$ cat config.mk
export PLATFORM = sky130hd
export DESIGN_NAME = uart_fifo
export DESIGN_NICKNAME = d
export VERILOG_FILES = /design/src/rtl/uart_fifo.sv
export SDC_FILE = /design/constraint.sdc
export NUM_CORES = 1
export LEC_CHECK = 0
export ABC_AREA = 0
export BUFFER_PORTS_ARGS = -buffer_cell sky130_fd_sc_hd__buf_2
export CAP_MARGIN = 20
export CELL_PAD_IN_SITES_DETAIL_PLACEMENT = 1
export CELL_PAD_IN_SITES_GLOBAL_PLACEMENT = 2
export CORE_MARGIN = 5
export CORE_UTILIZATION = 45
export CTS_CLUSTER_DIAMETER = 200
export DETAILED_ROUTE_END_ITERATION = 10
export HOLD_SLACK_MARGIN = 0.05
export MAX_ROUTING_LAYER = met4
export PLACE_DENSITY = 0.91
export SETUP_SLACK_MARGIN = 0.05
export SLEW_MARGIN = 10
export SYNTH_ARGS = -nofsm -noshare
export SYNTH_HDL_FRONTEND = slang
export SYNTH_SLANG_ARGS = --single-unit
$ cat constraint.sdc
create_clock -name clk -period 6.1 [get_ports clk]
set_input_delay 1.22 -clock clk [delete_from_list [all_inputs] [get_ports clk]]
set_output_delay 1.22 -clock clk [all_outputs]
set_load 0.02 [all_outputs]
$ cat src/rtl/uart_fifo.sv
// Bus front-end for the uart block: TX and RX byte FIFOs plus the two small FSMs
// that hand bytes to / take bytes from the UART with H-cycle handshakes.
module uart_fifo #(
   parameter int unsigned DEPTH_LOG2 = 4
) (
   input  logic        clk,
   input  logic        rst_n,
   input  logic [31:0] clkdiv,
   input  logic        bus_addr,
   input  logic        bus_re,
   input  logic        bus_we,
   input  logic [31:0] bus_wdata,
   output logic [31:0] bus_rdata,
   output logic        irq,
   output logic        uart_we,
   output logic        uart_re,
   output logic [31:0] uart_so,
   input  logic [31:0] uart_si,
   input  logic        uart_wa
);

   localparam int unsigned Depth = 1 << DEPTH_LOG2;
   localparam int unsigned PtrW  = DEPTH_LOG2 + 1;

   typedef enum logic [1:0] {TxIdle, TxLoad, TxWait} tx_state_e;
   typedef enum logic       {RxIdle, RxAck}          rx_state_e;

   tx_state_e tx_state_q, tx_state_d;
   rx_state_e rx_state_q, rx_state_d;
   logic [17:0] tx_cnt_q, tx_cnt_d, rx_cnt_q, rx_cnt_d;
   logic [17:0] hold;

   logic [7:0]      tx_mem [Depth];
   logic [7:0]      rx_mem [Depth];
   logic [PtrW-1:0] tx_wptr_q, tx_rptr_q, rx_wptr_q, rx_rptr_q;
   logic [7:0]      tx_byte_q;
   logic [31:0]     bus_rdata_q;
   logic            overrun_q;

   logic tx_full, tx_empty, rx_full, rx_empty;
   logic tx_push, tx_pop, rx_req, rx_push, rx_pop, ovr_set, ovr_clr;
   logic [31:0] status;

   assign hold = {1'b0, clkdiv[16:0]} + 18'd1;

   assign tx_empty = (tx_wptr_q == tx_rptr_q);
   assign tx_full  = (tx_wptr_q[PtrW-1] != tx_rptr_q[PtrW-1]) &&
                     (tx_wptr_q[PtrW-2:0] == tx_rptr_q[PtrW-2:0]);
   assign rx_empty = (rx_wptr_q == rx_rptr_q);
   assign rx_full  = (rx_wptr_q[PtrW-1] != rx_rptr_q[PtrW-1]) &&
                     (rx_wptr_q[PtrW-2:0] == rx_rptr_q[PtrW-2:0]);

   // Full/empty come from the registered pointers, so same-cycle push and pop never interact.
   assign tx_push = bus_we && !bus_addr && !tx_full;
   assign tx_pop  = (tx_state_q == TxIdle) && !tx_empty && !uart_wa;
   assign rx_req  = (rx_state_q == RxIdle) && (uart_si != 32'hFFFF_FFFF);
   assign rx_push = rx_req && !rx_full;
   assign rx_pop  = bus_re && !bus_addr && !rx_empty;
   assign ovr_set = rx_req && rx_full;
   assign ovr_clr = bus_we && bus_addr && bus_wdata[4];

   assign status    = {27'b0, overrun_q, rx_full, rx_empty, tx_empty, tx_full};
   assign bus_rdata = bus_rdata_q;
   assign uart_so   = {24'b0, tx_byte_q};
   assign irq       = !rx_empty || overrun_q;

   always_ff @(posedge clk) begin
      if (!rst_n) begin
         tx_state_q <= TxIdle;
         rx_state_q <= RxIdle;
         tx_cnt_q   <= '0;
         rx_cnt_q   <= '0;
      end else begin
         tx_state_q <= tx_state_d;
         rx_state_q <= rx_state_d;
         tx_cnt_q   <= tx_cnt_d;
         rx_cnt_q   <= rx_cnt_d;
      end
   end

   always_comb begin
      tx_state_d = tx_state_q;
      tx_cnt_d   = tx_cnt_q;
      case (tx_state_q)
         TxIdle: if (tx_pop) begin
            tx_state_d = TxLoad;
            tx_cnt_d   = hold;
         end
         TxLoad: if (tx_cnt_q == 18'd1) tx_state_d = TxWait;
                 else tx_cnt_d = tx_cnt_q - 18'd1;
         TxWait: if (!uart_wa) tx_state_d = TxIdle;
         default: tx_state_d = TxIdle;
      endcase
   end

   always_comb begin
      rx_state_d = rx_state_q;
      rx_cnt_d   = rx_cnt_q;
      case (rx_state_q)
         RxIdle: if (rx_req) begin
            rx_state_d = RxAck;
            rx_cnt_d   = hold;
         end
         RxAck: if (rx_cnt_q == 18'd1) rx_state_d = RxIdle;
                else rx_cnt_d = rx_cnt_q - 18'd1;
         default: rx_state_d = RxIdle;
      endcase
   end

   always_comb begin
      uart_we = (tx_state_q == TxLoad);
      uart_re = (rx_state_q == RxAck);
   end

   always_ff @(posedge clk) begin
      if (!rst_n) begin
         tx_wptr_q   <= '0;
         tx_rptr_q   <= '0;
         rx_wptr_q   <= '0;
         rx_rptr_q   <= '0;
         tx_byte_q   <= '0;
         bus_rdata_q <= '0;
         overrun_q   <= 1'b0;
      end else begin
         if (tx_push) tx_wptr_q <= tx_wptr_q + PtrW'(1);
         if (tx_pop) begin
            tx_rptr_q <= tx_rptr_q + PtrW'(1);
            tx_byte_q <= tx_mem[tx_rptr_q[PtrW-2:0]];
         end
         if (rx_push) rx_wptr_q <= rx_wptr_q + PtrW'(1);
         if (rx_pop)  rx_rptr_q <= rx_rptr_q + PtrW'(1);
         if (ovr_set)      overrun_q <= 1'b1;
         else if (ovr_clr) overrun_q <= 1'b0;
         if (bus_re) begin
            if (bus_addr)      bus_rdata_q <= status;
            else if (rx_empty) bus_rdata_q <= 32'hFFFF_FFFF;
            else               bus_rdata_q <= {24'b0, rx_mem[rx_rptr_q[PtrW-2:0]]};
         end
      end
   end

   always_ff @(posedge clk) begin
      if (tx_push) tx_mem[tx_wptr_q[PtrW-2:0]] <= bus_wdata[7:0];
      if (rx_push) rx_mem[rx_wptr_q[PtrW-2:0]] <= uart_si[7:0];
   end

endmodule

### Word-level counts from Yosys, hierarchy flattened

Memories as Yosys holds them, arrays and structs flattened. A register that Yosys moved wholly into a read port is not among the register bits.
Cells that the tools add are included.

| storage, ports and cells | value |
|---|---|
| bits in registers | 92 |
| bits in writable memories | 256 |
| input port bits | 102 |
| output and inout port bits | 67 |
| word-level logic and storage cells | 87 |
| memories | 2 |

| cells by class | value |
|---|---|
| add/subtract/negate cells | 7 |
| equal/unequal tests | 17 |
| muxes and demuxes | 23 |
| bitwise gates (word level) | 1 |
| reduce and logical (&&, ||, !) cells | 27 |

Memories:

| memory | depth | width | rd ports | clocked after Yosys merged registers in | wr ports | RTL line | RTL |
|---|---|---|---|---|---|---|---|
| rx_mem | 16 | 8 | 1 | 1 | 1 | 34 | `logic [7:0] rx_mem [Depth];` |
| tx_mem | 16 | 8 | 1 | 1 | 1 | 33 | `logic [7:0] tx_mem [Depth];` |

Operators by type and width:

| cell | count |
|---|---|
| $mux W18 | 4 |
| $pmux W18 S2 | 2 |
| $mux W32 | 2 |
| $eq A18 B1 Y1 const B | 2 |
| $sub A18 B1 Y18 const B | 2 |
| $ne A32 B32 Y1 const B | 1 |
| $add A5 B1 Y5 const B | 4 |
| $add A17 B1 Y18 const B | 1 |
| $logic_and A1 B1 Y1 | 13 |
| $eq A5 B5 Y1 | 2 |
| $ne A2 B2 Y1 const B | 5 |
| $eq A4 B4 Y1 | 2 |
| $mux W1 | 8 |
| $mux W4 | 2 |
| $logic_not A1 Y1 | 7 |
| $mux W2 | 3 |
| $pmux W2 S3 | 1 |
| $reduce_and A3 Y1 | 2 |
| $reduce_bool A2 Y1 | 2 |
| $eq A2 B1 Y1 const B | 1 |
| $eq A2 B2 Y1 const B | 1 |
| $logic_not A2 Y1 | 1 |
| $ne A1 B1 Y1 | 2 |
| $ne A2 B1 Y1 const B | 1 |
| 4 further kinds | 4 |

### Depth between registers and ports, before layout

| depth | value |
|---|---|
| depth in word-level cells | 6 |
| mapped depth | 9 |
| mapped depth without buffers | 8 |

### Worst setup path after synthesis

OpenSTA, ideal clock, no wires.

| timing | value |
|---|---|
| path type | input to register |
| from | in uart_si[6] |
| to | mem rx_mem[3][0] (enable) |
| setup time | 0.383 ns |
| arrival | 2.697 ns |
| required time | 5.717 ns |
| slack | 3.019 ns |
| stages on the path | 5 |
| buffers on the path | 0 |
| cells stage by stage | nand4_1 > nor4_1 > a221oi_2 > nand2_1 > nor3_1 |

| between the ends | value |
|---|---|
| word-level cells in the longest chain between the ends | 5 |

Ends and longest elaborated chain:

| what | RTL line | RTL |
|---|---|---|
| start, declared | 18 | `input logic [31:0] uart_si,` |
| $ne A32 B32 Y1 | 56 | `assign rx_req = (rx_state_q == RxIdle) && (uart_si != 32'hFFFF_FFFF);` |
| $logic_and A1 B1 Y1 | 56 |  |
| $logic_and A1 B1 Y1 | 57 | `assign rx_push = rx_req && !rx_full;` |
| $mux W1 | 144 | `if (rx_push) rx_mem[rx_wptr_q[PtrW-2:0]] <= uart_si[7:0];` |
| $mux W1 (not written as such) | 144 |  |
| end, declared | 34 |  |

Every way passes these cells.

### Worst setup path in the final report

| timing | value |
|---|---|
| from | reg rx_wptr_q[3] |
| to | out irq |

| between the ends | value |
|---|---|
| word-level cells in the longest chain between the ends | 3 |

Ends and longest elaborated chain:

| what | RTL line | RTL |
|---|---|---|
| start, declared | 35 | `logic [PtrW-1:0] tx_wptr_q, tx_rptr_q, rx_wptr_q, rx_rptr_q;` |
| start signal, assigned | 130 | `if (rx_push) rx_wptr_q <= rx_wptr_q + PtrW'(1);` |
| $eq A5 B5 Y1 | 49 | `assign rx_empty = (rx_wptr_q == rx_rptr_q);` |
| $logic_not A1 Y1 | 65 | `assign irq = !rx_empty \|\| overrun_q;` |
| $logic_or A1 B1 Y1 | 65 |  |
| end, declared | 14 | `output logic irq,` |

Every way passes these cells.

==> metrics.txt <==
dominant cells by area after synthesis=edfxtp_1 (52%), mux4_2 (12%), dfxtp_1 (11%), buf_4 (2.7%), nor2_1 (2.1%); post-synthesis cell type count=68; clock net sink count=337; Detail Placement HPWL=24800 um; clk buf depth=3; worst rel slew slack=about a quarter; vias in the first global route=approximately 9500; asr flop ratio synth=0%; delay-heaviest family, CP=simple AND/OR/NAND/NOR gates; critical path type=flip-flop to output port; CP required=4.88 ns; Initial DRT Pass Iterations=5; footprint of the multi-input gates=0.00483 mm2; placed cell count=1515; crit path capture type=output port; outcome=completed; crit path time final=3.70 ns; # diodes=0; Layout fillers=3202; Netlist Area Pre-Place=0.0147 mm2; worst path cell trace=xor2_1 -> nor4_2 -> nand2_1 -> or2_2 -> buf_2; nets@finish=1228; critical path startpoint category=flip-flop; most instantiated library cell after synthesis=edfxtp_1; Worst EP arrival=2.48 ns; post-detailed-route count of antenna-violating nets=0; FF+latch area=0.00931 mm2; Synth Area in XOR/XNOR=2.65%; RD Place Congestion=0.840; syn avg cell area=roughly 14 um2; clk_skew=0.0194 ns; hold slack final=between 0.4 and 0.5 ns; number of flops mapped to enable cells by yosys=around 260; gr usage total=20.9%; CTS H-tree lvls=2; CP max-delay cell=dfxtp_1; initial antenna violation count=0; area fraction in compound gates after synthesis=6.73%; width of the die=approximately 190 um; worst-path maximum fanout=10; setup TNS=0 ns; CTS buffer count=36; maximum vdd drop=between 200 and 300 uV; drt first-iter violations=783; max cap viols=0; simple-gate share of the synthesized area=9.32%; synthesized flop and latch total=around 340; P_leak=5.59 nW; Top FF cell, synth=edfxtp_1; fin crit share=a little over 60%; CTS Hold Bufs=0; Ys Warns=0; actual slew at the worst max-slew pin=1.10 ns; post-DR vias/cell=5.71; Fmax achieved=270 MHz; Largest stage delay, worst path=0.66 ns; drt wl/cell=23.4 um; final setup fails=0; Finished Layout Cells=1581; Clk Latency, worst-skew pair=0.54 ns; most instantiated cells after synthesis=edfxtp_1 (256), nor2_1 (84), dfxtp_1 (81), mux4_2 (76), nand2_1 (70); CTS tree=built; worst path bufs/invs=1; unrepaired setup endpoints after global routing=false; Clock Tree Root=clkbuf_16; post-CTS setup buffers=0; Final Util=between 50% and 60%; die height=191 um; Resize count post-CTS=0; Mapped Cells=1026; Synth area leader=edfxtp_1; global route total overflow=0; drt total wl=37000 um; reg-to-reg setup timing slack=2.88 ns; fin. max-slew vios=0; effective utilization at floorplan=45.3%; Worst Hold Class=flip-flop to flip-flop; first-pass GRT wire length=57400 um; detailed-route via count=9028; DR DRC count=0; largest net degree at the start of global routing=36; mux contribution to synthesized area=12.2%; num rows=66; top cell type's share of synthesized area=between 50 and 60%; main combinational cell family by area after synthesis=multiplexers; CORE AREA=0.0325 mm2; Pwr Density=approximately 340 mW/mm2; share of cells above drive strength 1=about a quarter; Ports=169; number of I/O port buffers=about 110; Final Hold Viols=0; die area=0.0364 mm2; Reg clk slew, reported paths=0.06 ns; P&R area growth vs syn=13.2%; adder-cell share of the synthesized area=1.28%; Seq/Total Area, Yosys=63.3%
## path summary, 6_finish.rpt
check                                  from                         to  cells after the start
hold reg to reg   tx_byte_q[1]$_SDFFE_PN0P_  tx_byte_q[1]$_SDFFE_PN0P_                      2
hold / removal    tx_byte_q[1]$_SDFFE_PN0P_  tx_byte_q[1]$_SDFFE_PN0P_                      2
setup / recovery  rx_wptr_q[3]$_SDFFE_PN0P_                        irq                      5
setup reg to reg  rx_wptr_q[3]$_SDFFE_PN0P_    rx_mem[13][7]$_DFFE_PP_                      5
## worst register-to-register path: stages, from the launching register on
cell      delay (ns)
dfxtp_1         0.66
xor2_1          0.23
nor4_2          0.11
a221oi_2        0.72
nand2_1         0.32
nor2_1          0.82
## state kept, by name (all words and copies together) (netlist names), 2 cells and up, named ones only
| register | cells |
|---|---|
| tx_wptr_q | 5 |
| rx_wptr_q | 5 |
| tx_rptr_q | 5 |
| tx_cnt_q | 18 |
| rx_mem | 128 |
| rx_rptr_q | 5 |
| tx_mem | 128 |
| tx_state_q | 2 |
| bus_rdata | 9 |
| tx_byte_q | 8 |
| rx_cnt_q | 18 |
## cell usage in the layout, fill, tap and decap left out, types with 8 or more instances in the layout
cell type	count
a21oi_1	45
buf_2	105
buf_4	15
clkbuf_16	36
clkinv_2	8
conb_1	24
dfxtp_1	78
edfxtp_1	256
ha_1	15
inv_1	15
mux2i_1	9
mux4_2	76
nand2_1	70
nand2b_1	11
nand3_1	22
nand4_1	23
nor2_1	84
nor3_1	24
nor4_1	15
o211ai_1	8
o21ai_0	34
o21ai_1	12
xnor2_1	18
xor2_1	21
## logic make-up after synthesis
kind of cell    Yosys count
simple gates            280
fa+ha+maj                15
xor+xnor                 42
buf+inv                 114
compound gates          152
other cells               1
flops                   337
mux                      85
## final cells by class
| cell class | instances | share of cell area [%] |
|---|---|---|
| Clock buffer | 42 | 5.54 |
| Sequential cell | 337 | 55.9 |
| Multi-Input combinational cell | 598 | 29.0 |
| Timing Repair Buffer | 120 | 3.83 |
| Clock inverter | 24 | 2.01 |
| Inverter | 18 | 0.406 |
| Tap cell | 442 | 3.32 |
## power by group
group          internal (W)  leakage [nW]  switching [W]
clock network       0.00137         0.612       0.000942
logic              0.000287          2.01       0.000473
registers           0.00253          2.97      0.0000658
## through the flow
step / instance area (um2) / worst slack [ns] / power [W]
after detailed placement: 15400 / 2.08 / 0.00340
after global routing: 16700 / 2.24 / 0.00591
final: 16700 / 2.40 / 0.00567
after floorplan: 14800 / 3.02 / 0.00320
after CTS: 16700 / 2.42 / 0.00571
after global placement: 15400 / 2.23 / 0.00337
## metal layers
metal,up-vias,GRT usage [%],share of wire [%]
li1,4051,-,-
met1,4675,28.2,43
met2,263,34.7,51
met3,39,2.38,4.6
met4,0,4.45,1.6
met5,-,-,0
Power figures use the tool's default switching activity.
